--- src/rtl/branch_ctrl_if.sv ---
// ID-stage branch hazard/resolution bus between the pipeline and branch_ctrl.
// The slave side is the controller; the master side is the pipeline (or bench).
interface branch_ctrl_if;
  logic        start_i;
  logic [3:0]  op_i;
  logic [4:0]  rs_i;
  logic [4:0]  rt_i;
  logic [4:0]  ex_rd_i;
  logic        ex_regwrite_i;
  logic        ex_memread_i;
  logic [4:0]  mem_rd_i;
  logic        mem_memread_i;
  logic        eq_i;
  logic        stall_o;
  logic        bubble_o;
  logic        flush_o;
  logic        pc_sel_o;
  logic [15:0] branch_cnt_o;
  logic [15:0] taken_cnt_o;

  modport slave (
    input  start_i, op_i, rs_i, rt_i, ex_rd_i, ex_regwrite_i, ex_memread_i,
           mem_rd_i, mem_memread_i, eq_i,
    output stall_o, bubble_o, flush_o, pc_sel_o, branch_cnt_o, taken_cnt_o
  );

  modport master (
    output start_i, op_i, rs_i, rt_i, ex_rd_i, ex_regwrite_i, ex_memread_i,
           mem_rd_i, mem_memread_i, eq_i,
    input  stall_o, bubble_o, flush_o, pc_sel_o, branch_cnt_o, taken_cnt_o
  );
endinterface

--- src/rtl/branch_ctrl.sv ---
// ID-stage branch controller: detects data hazards on branch operands, stalls,
// resolves the branch in ID and keeps saturating resolved/taken counters.
module branch_ctrl (
  input  logic       clk_i,
  input  logic       rst_i,
  branch_ctrl_if.slave bus
);

  typedef enum logic [1:0] {
    IDLE  = 2'd0,
    RUN   = 2'd1,
    WAIT2 = 2'd2,
    WAIT1 = 2'd3
  } state_e;

  localparam logic [3:0] OP_BEQ = 4'b0111;

  state_e      state_q, state_d;
  logic [15:0] branch_cnt_q, branch_cnt_d;
  logic [15:0] taken_cnt_q, taken_cnt_d;

  logic br_s, match_ex_s, match_mem_s, load_hz_s, alu_hz_s, resolve_s;
  logic stall_s, bubble_s, flush_s, pc_sel_s;

  function automatic logic reg_match(input logic [4:0] r, input logic [4:0] rs,
                                     input logic [4:0] rt);
    reg_match = (r != 5'd0) && ((r == rs) || (r == rt));
  endfunction

  function automatic logic [15:0] sat_inc(input logic [15:0] v);
    sat_inc = (v == 16'hFFFF) ? v : (v + 16'd1);
  endfunction

  // Hazard classification of the instruction currently in ID
  always_comb begin
    br_s        = (bus.op_i == OP_BEQ);
    match_ex_s  = reg_match(bus.ex_rd_i, bus.rs_i, bus.rt_i);
    match_mem_s = reg_match(bus.mem_rd_i, bus.rs_i, bus.rt_i);
    load_hz_s   = br_s && bus.ex_memread_i && match_ex_s;
    alu_hz_s    = br_s && ((bus.ex_regwrite_i && !bus.ex_memread_i && match_ex_s) ||
                           (bus.mem_memread_i && match_mem_s));
  end

  // Next-state and Mealy outputs; the resolve outputs follow eq_i in-cycle
  always_comb begin
    state_d   = state_q;
    stall_s   = 1'b0;
    bubble_s  = 1'b0;
    flush_s   = 1'b0;
    pc_sel_s  = 1'b0;
    resolve_s = 1'b0;
    case (state_q)
      IDLE: begin
        if (bus.start_i) state_d = RUN;
        else             state_d = IDLE;
      end
      RUN: begin
        // A load in EX needs two bubbles, so it wins over the one-cycle cases
        if (load_hz_s) begin
          stall_s  = 1'b1;
          bubble_s = 1'b1;
          state_d  = WAIT1;
        end else if (alu_hz_s) begin
          stall_s  = 1'b1;
          bubble_s = 1'b1;
          state_d  = RUN;
        end else if (br_s) begin
          flush_s   = bus.eq_i;
          pc_sel_s  = bus.eq_i;
          resolve_s = 1'b1;
          state_d   = RUN;
        end else begin
          state_d = RUN;
        end
      end
      WAIT2: begin
        stall_s  = 1'b1;
        bubble_s = 1'b1;
        state_d  = WAIT1;
      end
      WAIT1: begin
        stall_s  = 1'b1;
        bubble_s = 1'b1;
        state_d  = RUN;
      end
      default: begin
        state_d = IDLE;
      end
    endcase
  end

  // Counter next values, updated only on a resolve edge
  always_comb begin
    branch_cnt_d = branch_cnt_q;
    taken_cnt_d  = taken_cnt_q;
    if (resolve_s) begin
      branch_cnt_d = sat_inc(branch_cnt_q);
      if (bus.eq_i) taken_cnt_d = sat_inc(taken_cnt_q);
      else          taken_cnt_d = taken_cnt_q;
    end else begin
      branch_cnt_d = branch_cnt_q;
      taken_cnt_d  = taken_cnt_q;
    end
  end

  // State and counter registers
  always_ff @(posedge clk_i or negedge rst_i) begin
    if (!rst_i) begin
      state_q      <= IDLE;
      branch_cnt_q <= 16'd0;
      taken_cnt_q  <= 16'd0;
    end else begin
      state_q      <= state_d;
      branch_cnt_q <= branch_cnt_d;
      taken_cnt_q  <= taken_cnt_d;
    end
  end

  assign bus.stall_o      = stall_s;
  assign bus.bubble_o     = bubble_s;
  assign bus.flush_o      = flush_s;
  assign bus.pc_sel_o     = pc_sel_s;
  assign bus.branch_cnt_o = branch_cnt_q;
  assign bus.taken_cnt_o  = taken_cnt_q;

endmodule

--- src/flat_wrapper.sv ---
// flat-port wrapper written by rule: the top's interface ports become plain ports
module branch_ctrl_flat 
  (clk_i, rst_i, bus_start_i, bus_op_i, bus_rs_i, bus_rt_i, bus_ex_rd_i, bus_ex_regwrite_i, bus_ex_memread_i, bus_mem_rd_i, bus_mem_memread_i, bus_eq_i, bus_stall_o, bus_bubble_o, bus_flush_o, bus_pc_sel_o, bus_branch_cnt_o, bus_taken_cnt_o);
  branch_ctrl_if bus_i ();
  input  logic clk_i;
  input  logic rst_i;
  input wire logic [$bits(bus_i.start_i)-1:0] bus_start_i;
  input wire logic [$bits(bus_i.op_i)-1:0] bus_op_i;
  input wire logic [$bits(bus_i.rs_i)-1:0] bus_rs_i;
  input wire logic [$bits(bus_i.rt_i)-1:0] bus_rt_i;
  input wire logic [$bits(bus_i.ex_rd_i)-1:0] bus_ex_rd_i;
  input wire logic [$bits(bus_i.ex_regwrite_i)-1:0] bus_ex_regwrite_i;
  input wire logic [$bits(bus_i.ex_memread_i)-1:0] bus_ex_memread_i;
  input wire logic [$bits(bus_i.mem_rd_i)-1:0] bus_mem_rd_i;
  input wire logic [$bits(bus_i.mem_memread_i)-1:0] bus_mem_memread_i;
  input wire logic [$bits(bus_i.eq_i)-1:0] bus_eq_i;
  output wire logic [$bits(bus_i.stall_o)-1:0] bus_stall_o;
  output wire logic [$bits(bus_i.bubble_o)-1:0] bus_bubble_o;
  output wire logic [$bits(bus_i.flush_o)-1:0] bus_flush_o;
  output wire logic [$bits(bus_i.pc_sel_o)-1:0] bus_pc_sel_o;
  output wire logic [$bits(bus_i.branch_cnt_o)-1:0] bus_branch_cnt_o;
  output wire logic [$bits(bus_i.taken_cnt_o)-1:0] bus_taken_cnt_o;
  assign bus_i.start_i = bus_start_i;
  assign bus_i.op_i = bus_op_i;
  assign bus_i.rs_i = bus_rs_i;
  assign bus_i.rt_i = bus_rt_i;
  assign bus_i.ex_rd_i = bus_ex_rd_i;
  assign bus_i.ex_regwrite_i = bus_ex_regwrite_i;
  assign bus_i.ex_memread_i = bus_ex_memread_i;
  assign bus_i.mem_rd_i = bus_mem_rd_i;
  assign bus_i.mem_memread_i = bus_mem_memread_i;
  assign bus_i.eq_i = bus_eq_i;
  assign bus_stall_o = bus_i.stall_o;
  assign bus_bubble_o = bus_i.bubble_o;
  assign bus_flush_o = bus_i.flush_o;
  assign bus_pc_sel_o = bus_i.pc_sel_o;
  assign bus_branch_cnt_o = bus_i.branch_cnt_o;
  assign bus_taken_cnt_o = bus_i.taken_cnt_o;
  branch_ctrl u_core (.clk_i(clk_i), .rst_i(rst_i), .bus(bus_i));
endmodule
--- config.mk ---
export PLATFORM = sky130hd
export DESIGN_NAME = branch_ctrl_flat
export DESIGN_NICKNAME = d
export VERILOG_FILES = /design/src/rtl/branch_ctrl_if.sv /design/src/rtl/branch_ctrl.sv /design/src/flat_wrapper.sv
export SDC_FILE = /design/constraint.sdc
export NUM_CORES = 1
export LEC_CHECK = 0
export ABC_AREA = 0
export BUFFER_PORTS_ARGS = -buffer_cell sky130_fd_sc_hd__buf_4
export CAP_MARGIN = 20
export CORE_ASPECT_RATIO = 1.1
export CORE_MARGIN = 3
export CORE_UTILIZATION = 38
export CTS_CLUSTER_SIZE = 8
export DETAILED_ROUTE_END_ITERATION = 8
export PLACE_DENSITY_LB_ADDON = 0.05
export SYNTH_ARGS = -nofsm -noshare
export SYNTH_HDL_FRONTEND = slang
export SYNTH_SLANG_ARGS = --single-unit
--- constraint.sdc ---
create_clock -name clk_i -period 3.33 [get_ports clk_i]
set_input_delay 0.666 -clock clk_i [delete_from_list [all_inputs] [get_ports clk_i]]
set_output_delay 0.666 -clock clk_i [all_outputs]
set_load 0.02 [all_outputs]
# == Yosys cells after proc, flatten, opt, wreduce, memory -nomap -nowiden ==
# Cells that the tools add are included.
# totals
regBits,34
latchBits,0
ram_bits,0
rom_bits,0
output_inout_bits,36
n_memories,0
# classes
add_sub_neg,2
n_mul,0
n_div,0
order_cmp,0
n_eq_ne,10
shifts,0
mux,14
n_bitwise,2
reduce_logical,18
# op_table
cell,n
$add 16x1->16 const B,2
$eq 16x16->1 const B,2
$eq 5x5->1,4
$mux 1,11
$reduce_bool 5->1,2
$logic_and 1x1->1,8
$pmux 2 s4,1
$eq 2x2->1 const B,2
$eq 4x3->1 const B,1
$logic_or 1x1->1,3
$reduce_and 3->1,1
$eq 2x1->1 const B,1
$logic_not 2->1,1
$mux 2,1
$not 1->1,2
$pmux 1 s2,1
$reduce_and 2->1,1
$reduce_or 2->1,1
$logic_not 1->1,1

# == Longest topological paths before layout ==
# Gate-level depths: netlist (run 1).
# depth
ltp_word,10
mapped_depth,7
mapped_depth_nobuf,7

# == Worst setup path before layout (run 1) ==
# Ideal clock, no wire load.
# synth_timing
path_kind,input to output
start,input port bus_ex_rd_i[0]
end,output port bus_pc_sel_o
arrival_time_ps,2370
path_slack_ps,294
path_stages,6
path_buffers,2
path_cell_list,or4_1 > o22a_1 > a32o_1 > buf_2 > nor2_1 > buf_4
# synth_via
elab_chain_len,9
elab_cells_between_ends,12
# synth_rtl
item,line_no,source
from (decl),flat_wrapper.sv:11,input wire logic [$bits(bus_i.ex_rd_i)-1:0] bus_ex_rd_i;
$eq 5x5->1,branch_ctrl.sv:27,reg_match = (r != 5'd0) && ((r == rs) || (r == rt));
$logic_or 1x1->1,branch_ctrl.sv:27,
$logic_and 1x1->1 (*),branch_ctrl.sv:27,
$logic_and 1x1->1,branch_ctrl.sv:40,alu_hz_s = br_s && ((bus.ex_regwrite_i && !bus.ex_memread_i && match_ex_s) ||
$logic_or 1x1->1,branch_ctrl.sv:40,
$logic_and 1x1->1,branch_ctrl.sv:40,
$mux 1,--,
$mux 1 (*) (2 in series),--,
to (decl),flat_wrapper.sv:20,output wire logic [$bits(bus_i.pc_sel_o)-1:0] bus_pc_sel_o;
# Every way passes the cells marked *; elsewhere a longest branch is shown, timed or not.

# == Worst setup path in the final report (run 1) ==
# layout_timing
start,input port bus_ex_rd_i[0]
end,output port bus_pc_sel_o
# layout_via
elab_chain_len,9
elab_cells_between_ends,12
# layout_rtl
item,line_no,source
$eq 5x5->1,branch_ctrl.sv:27,
$logic_or 1x1->1,branch_ctrl.sv:27,
$logic_and 1x1->1 (*),branch_ctrl.sv:27,
$logic_and 1x1->1,branch_ctrl.sv:40,
$logic_or 1x1->1,branch_ctrl.sv:40,
$logic_and 1x1->1,branch_ctrl.sv:40,
$mux 1,branch_ctrl.sv:63,end else if (alu_hz_s) begin
$mux 1 (*),branch_ctrl.sv:59,if (load_hz_s) begin
$mux 1 (*),branch_ctrl.sv:52,case (state_q)
# Marks and branches as above.

==> results of run 1 <==
worst max-delay path, stage by stage:
cell,delay (ns)
buf_4,0.13
or4_1,0.56
o22a_1,0.19
a32o_1,0.28
nor2_1,0.21
buf_4,0.18
metrics by stage:
stage | worst slack, ns | hold slack (ns)
after CTS | 0.447 | 0.330
after detailed placement | 0.444 | 0.477
after global placement | 0.480 | 0.478
final | 0.452 | 0.316
after floorplan | 0.294 | 0.370
after global routing | 0.366 | 0.341
worst max path at each step:
stage / startpoint / end / slack [ns] / cells past startpoint
5_1_grt: bus_ex_rd_i[0] / bus_pc_sel_o / 0.37 / 6
3_5_place_dp: bus_ex_rd_i[0] / bus_pc_sel_o / 0.44 / 6
2_1_floorplan: bus_ex_rd_i[0] / bus_pc_sel_o / 0.29 / 6
3_3_place_gp: bus_ex_rd_i[0] / bus_pc_sel_o / 0.48 / 6
6_report: bus_ex_rd_i[0] / bus_pc_sel_o / 0.45 / 6
4_1_cts: bus_ex_rd_i[0] / bus_pc_sel_o / 0.45 / 6
registers in the layout (all words and copies together), names as in the netlist, named ones only:
| name | flops |
|---|---|
| u_core.bus.branch_cnt_o | 16 |
| u_core.bus.taken_cnt_o | 16 |
| u_core.state_q | 1 |
cell usage after synthesis:
| library cell | count |
|---|---|
| a311oi_1 | 1 |
| buf_2 | 2 |
| mux2i_1 | 1 |
| or3_1 | 1 |
| nand3_1 | 23 |
| ha_1 | 2 |
| nor4_2 | 10 |
| nand4_1 | 5 |
| clkbuf_1 | 2 |
| nor4_1 | 1 |
| o32ai_1 | 1 |
| buf_4 | 2 |
| inv_1 | 5 |
| and4_1 | 2 |
| nand2_1 | 17 |
| o22ai_1 | 1 |
| o2111ai_1 | 1 |
| a32o_1 | 1 |
| or4_1 | 1 |
| and2_1 | 1 |
| nor2b_1 | 1 |
| buf_6 | 1 |
| or4b_1 | 1 |
| xnor2_1 | 22 |
| o22a_1 | 1 |
| a21o_1 | 1 |
| xor2_1 | 28 |
| nor3_1 | 15 |
| dfrtp_1 | 34 |
| nor3b_2 | 1 |
| and3_1 | 1 |
| o31a_1 | 1 |
| mux2_1 | 2 |
| nor2_1 | 11 |
| nor3b_1 | 1 |
power groups by stage:
stage                     registers [uW]  logic, uW  clock network [uW]
final                                505        263                 367
after detailed placement             511        267                   0
after CTS                            505        268                 381
after global placement               513        263                   0
after floorplan                      544       98.6                   0
after global routing                 511        288                 403
layer usage:
metal  GRT usage (%)  wire length (um)
met5               0                 0
met4            4.20                52
met3            4.84               280
met2            25.9              2030
met1            21.8              2200
cell type report:
cell class	count	area share, %
clock buffers	5	2.58
multi-input cells	155	41.2
clock inverters	3	1.50
repair buffers	69	19.4
well taps	58	2.72
flip-flops and latches	34	31.9
inverters	5	0.703
kinds of logic (layout without fill, tap and decap cells):
| logic type | count (synthesis) | count (layout) | synth area share (%) |
|---|---|---|---|
| flip-flops | 34 | 34 | 42.2 |
| XOR/XNOR | 50 | 50 | 21.7 |
| AO/OA/AOI/OAI | 8 | 8 | 3.35 |
| adder cells (fa/ha/maj) | 2 | 2 | 1.24 |
| AND/OR/NAND/NOR | 92 | 92 | 26.7 |
| multiplexers | 3 | 3 | 1.61 |
| buffers and inverters | 12 | 82 | 3.11 |
==> results.sh, run 1 <==
export IMPL_core_um2=5070
export IMPL_hold_path_class="in -> async"
export IMPL_cp_end_kind="output port"
export IMPL_relSlewSlack_pct=71.6
export IMPL_path_max_fanout=4
export IMPL_outcome="finished clean"
export IMPL_setup_tns_ns=0
export IMPL_diodes=0
export IMPL_port_buffers=66
export IMPL_internal_power_uw=791
export IMPL_cap_viol_max_count=0
export IMPL_drive_gt1_share_pct=32.5
export IMPL_hold_viol=0
export IMPL_die_y_um=82.4
export IMPL_multiInputGateArea_um2=1100
export IMPL_utilization_pct=52.7
export IMPL_rr_endpoint="u_core.bus.taken_cnt_o[1]"
export IMPL_drcViolationCount=0
export IMPL_critPathArrivalTime_ns=2.21
export IMPL_clockBufferDepth=2
export IMPL_report_final_slew_viol_count=0
export IMPL_drt_pass1_iter_count=4
export IMPL_seq_area_frac_synth_pct=42.2
export IMPL_rsz0062_at_grt="no"
export IMPL_synth_seq_cells=34
export IMPL_gp_congestion=0.778
export IMPL_grt_max_degree=35
export IMPL_initial_utilization_pct=39.8
export IMPL_worst_pin_slew_ns=0.426
export IMPL_die_w_um=75.4
export IMPL_cts_hold_buffers_added=0
export IMPL_skew_ns=0.00875
export IMPL_final_area_um2=2670
export IMPL_start_kind="primary input"
export IMPL_syn_avg_cell_area_um2=10.0
export IMPL_fin_nets=303
export IMPL_overflow=0
export IMPL_clock_sinks=34
export IMPL_synth_top_cell_by_area="dfrtp_1"
export IMPL_cp_required_ns=2.66
export IMPL_wirelength_mm=4.57
export IMPL_reg2regPathDepth=6
export IMPL_vias_per_cell=5.16
export IMPL_synth_distinct_cells=35
export IMPL_yosysWarnings=0
export IMPL_crit_type="in -> out"
export IMPL_p_leak_uw=0.00132
export IMPL_gr_usage_all_layers_pct=16.4
export IMPL_fin_cells=329
export IMPL_wl_per_cell_um=13.9
export IMPL_r2r_start="u_core.bus.taken_cnt_o[2]"
export IMPL_antenna_found_initial=0
export IMPL_swShare_pct=30.3
export IMPL_regArea_um2=851
export IMPL_cts_buffers=5
export IMPL_peakVddDrop_v=0.000328
export IMPL_finalSetupViolCount=0
export IMPL_dieArea_um2=6210
export IMPL_syn_nets=234
export IMPL_p_comb_share_pct=23.1
export IMPL_dpl_instance_area_um2=2560
export IMPL_cts_tree="done"
export IMPL_synthCells=201
export IMPL_clock_latency_ns=0.29
export IMPL_vias=1699
export IMPL_drtAntennaViolNets=0
export IMPL_synthTopCellsByArea="dfrtp_1 42%, xor2_1 12%, xnor2_1 9.6%"
export IMPL_boundaryPins=67
export IMPL_fin_total_pwr_uw=1130
export IMPL_dp_cells=321
export IMPL_ctsResizeCount=0
export IMPL_p_switching_uw=343
export IMPL_layout_common_cells="69 x buf_4, 34 x dfrtp_1, 28 x xor2_1"
export IMPL_clkSlewWorstSetupHoldPaths_ns=0.07
export IMPL_worst_r2r_setup_slack_ns=1.09
export IMPL_synth_top_cell_area_share_pct=42.2
export IMPL_clkPwrFrac_pct=32.4
export IMPL_mostFrequentLayoutCell="buf_4"
export IMPL_n_fill_cell=509
export IMPL_htree_levels=2
export IMPL_rows=27
export IMPL_min_period_over_period_pct=86.4
export IMPL_power_frac_seq_pct=44.5
export IMPL_max_freq_mhz=347
export IMPL_p_per_area_nw_per_um2=425
export IMPL_min_period_ns=2.88
export IMPL_post_cts_buffers=0
export IMPL_grt_pass1_vias=1695
export IMPL_dp_final_hpwl_mm=3.52
export IMPL_grt_pass1_wl_mm=7.89
export IMPL_drt_iter0_drc=117
export IMPL_syn_area_um2=2010
export IMPL_synthToLayoutAreaGrowth_pct=32.5
export IMPL_cts_root_buf="clkbuf_8"
Power figures use the tool's default switching activity.
==> run 2: changes to the inputs <==
==> constraint.sdc (replaced) <==
create_clock -name clk_i -period 2.4 [get_ports clk_i]
set_input_delay 0.48 -clock clk_i [delete_from_list [all_inputs] [get_ports clk_i]]
set_output_delay 0.48 -clock clk_i [all_outputs]
set_load 0.02 [all_outputs]
==> run 2 against run 1 <==
- total power grew 52%
- utilization grew 2.7 points
- critical endpoint is now bus_bubble_o
- sequential share of layout area shrank 1.6 points
- clock skew shrank 0.0024 ns
- register-to-register slack lost 0.68 ns
- final cell count grew 2.7%
- setup slack lost 0.42 ns
- worst hold slack lost 0.18 ns
- highest routed layer unchanged
- sequential power grew 39%
- routed wire length is essentially flat
==> results.sh, run 2 (same netlist as run 1, synthesis figures left out) <==
export IMPL_outcome="finished clean"
export IMPL_diodes=0
export IMPL_clock_latency_ns=0.28
export IMPL_drtAntennaViolNets=0
export IMPL_cp_end_kind="output port"
export IMPL_busiest_layer="met2"
export IMPL_fin_nets=312
export IMPL_dp_final_hpwl_mm=3.60
export IMPL_cpMostUsedCell="buf_6"
export IMPL_htree_levels=2
export IMPL_drcViolationCount=0
export IMPL_cts_root_buf="clkbuf_8"
export IMPL_core_um2=5070
export IMPL_min_period_over_period_pct=98.7
export IMPL_min_period_ns=2.37
export IMPL_gp_congestion=0.801
export IMPL_path_max_fanout=3
export IMPL_hold_viol=0
export IMPL_antenna_found_initial=0
export IMPL_drive_gt1_share_pct=36.4
export IMPL_die_w_um=75.4
export IMPL_report_final_slew_viol_count=0
export IMPL_reg2regPathDepth=7
export IMPL_clkSlewWorstSetupHoldPaths_ns=0.07
export IMPL_vias_per_cell=5.04
export IMPL_grt_util_met2_pct=24.7
export IMPL_cts_hold_buffers_added=0
export IMPL_relSlewSlack_pct=71.6
export IMPL_clock_sinks=34
export IMPL_die_y_um=82.4
export IMPL_grt_max_degree=35
export IMPL_worst_r2r_setup_slack_ns=0.41
export IMPL_cts_buffers=5
export IMPL_finalSetupViolCount=0
export IMPL_drt_pass1_iter_count=4
export IMPL_crit_family="compound AO/OA/AOI/OAI gates"
export IMPL_rows=27
export IMPL_dieArea_um2=6210
export IMPL_dp_cells=329
export IMPL_overflow=0
export IMPL_rsz0062_at_grt="no"
export IMPL_hold_path_class="in -> async"
export IMPL_gr_usage_all_layers_pct=16.3
export IMPL_peakVddDrop_v=0.000439
export IMPL_critPathArrivalTime_ns=1.89
export IMPL_cp_required_ns=1.92
export IMPL_final_area_um2=2810
export IMPL_rr_endpoint="u_core.bus.branch_cnt_o[1]"
export IMPL_max_freq_mhz=422
export IMPL_mostFrequentLayoutCell="buf_4"
export IMPL_slowest_delay_ns=0.53
export IMPL_cts_tree="done"
export IMPL_initial_utilization_pct=39.8
export IMPL_crit_type="in -> out"
export IMPL_drt_iter0_drc=49
export IMPL_p_per_area_nw_per_um2=615
export IMPL_start_kind="primary input"
export IMPL_port_buffers=66
export IMPL_layout_common_cells="74 x buf_4, 34 x dfrtp_1, 28 x xor2_1"
export IMPL_grt_pass1_wl_mm=7.82
export IMPL_p_leak_uw=0.00138
export IMPL_skew_ns=0.00632
export IMPL_wl_per_cell_um=13.5
export IMPL_wirelength_mm=4.57
export IMPL_n_fill_cell=469
export IMPL_cap_viol_max_count=0
export IMPL_gr_usage_met3_pct=3.87
export IMPL_worst_pin_slew_ns=0.426
export IMPL_fin_cells=338
export IMPL_vias=1703
export IMPL_grt_pass1_vias=1694
export IMPL_synthToLayoutAreaGrowth_pct=39.4
export IMPL_r2r_start="u_core.state_q[0]"
export IMPL_dpl_instance_area_um2=2640
export IMPL_path_buf_inv=2
export IMPL_boundaryPins=67
export IMPL_globalRouteMet1Util_pct=22.9
export IMPL_slowest_stage="or4_4"
export IMPL_cp_cell_sequence="buf_6 -> or4_4 -> o22a_1 -> a32o_2 -> a21o_4 -> buf_6"
export IMPL_clockBufferDepth=2
## run 2: through the flow
stage | util (%) | power (uW) | setup TNS [ns] | setup slack [ns] | hold WS (ns)
6_report | 55.4 | 1730 | 0 | 0.0303 | 0.137
5_1_grt | 55.4 | 1820 | 0 | 0.0131 | 0.165
4_1_cts | 55.4 | 1760 | -0.0166 | -0.00835 | 0.144
3_5_place_dp | 52.1 | 1090 | -0.0530 | -0.0479 | 0.459
3_3_place_gp | 52.1 | 1090 | -0.00816 | -0.00411 | 0.458
2_1_floorplan | - | 896 | 0 | 0.0160 | 0.184
## run 2: timing repair
| action | CTS | global route |
|---|---|---|
| gates resized for setup | 4 | 1 |
| pin swaps | 4 | 3 |
| setup buffers | 1 | 0 |
| endpoints found under the setup margin | 2 | 4 |
## run 2: worst max-delay path by stage
stage / start / endpoint / slack (ns) / depth (start not counted)
finish: bus_ex_rd_i[3] / bus_bubble_o / 0.03 / 6
global route: bus_ex_rd_i[3] / bus_stall_o / 0.01 / 6
CTS: bus_ex_rd_i[3] / bus_stall_o / -0.008 / 6
detailed placement: bus_ex_rd_i[0] / u_core.bus.branch_cnt_o[1] / -0.05 / 7
global placement: bus_ex_rd_i[0] / bus_bubble_o / -0.004 / 6
floorplan: bus_ex_rd_i[0] / bus_stall_o / 0.02 / 6
## run 2: power by group
part | switching, uW | leakage, uW | internal (uW) | total (uW)
clock | 205 | 0.0000714 | 443 | 648
combinational | 197 | 0.000871 | 180 | 377
sequential | 79.3 | 0.000440 | 622 | 701
total | 481 | 0.00138 | 1250 | 1730
## run 2: area by class of cell
type	instances	area (um^2)	share of cell area (%)
Multi-Input combinational cell	155	1120	40.0
Clock buffer	6	82.6	2.94
Inverter	5	18.8	0.668
Clock inverter	2	60.1	2.14
Sequential cell	34	851	30.3
Tap cell	58	72.6	2.58
Timing Repair Buffer	78	601	21.4
## run 2: metal layers
metal	routed length, um	vias to the layer above
met5	0	-
met4	44	0
met3	222	5
met2	2130	48
met1	2170	786
li1	-	864
## run 2: worst reg2reg max path, stage by stage, from the launching register on
cell and delay [ns]:
dfrtp_1 0.37, nand3_1 0.09, nor3b_1 0.30, nor2b_2 0.28, buf_4 0.16, nand2_1 0.12, nor2_1 0.20, mux2_1 0.35
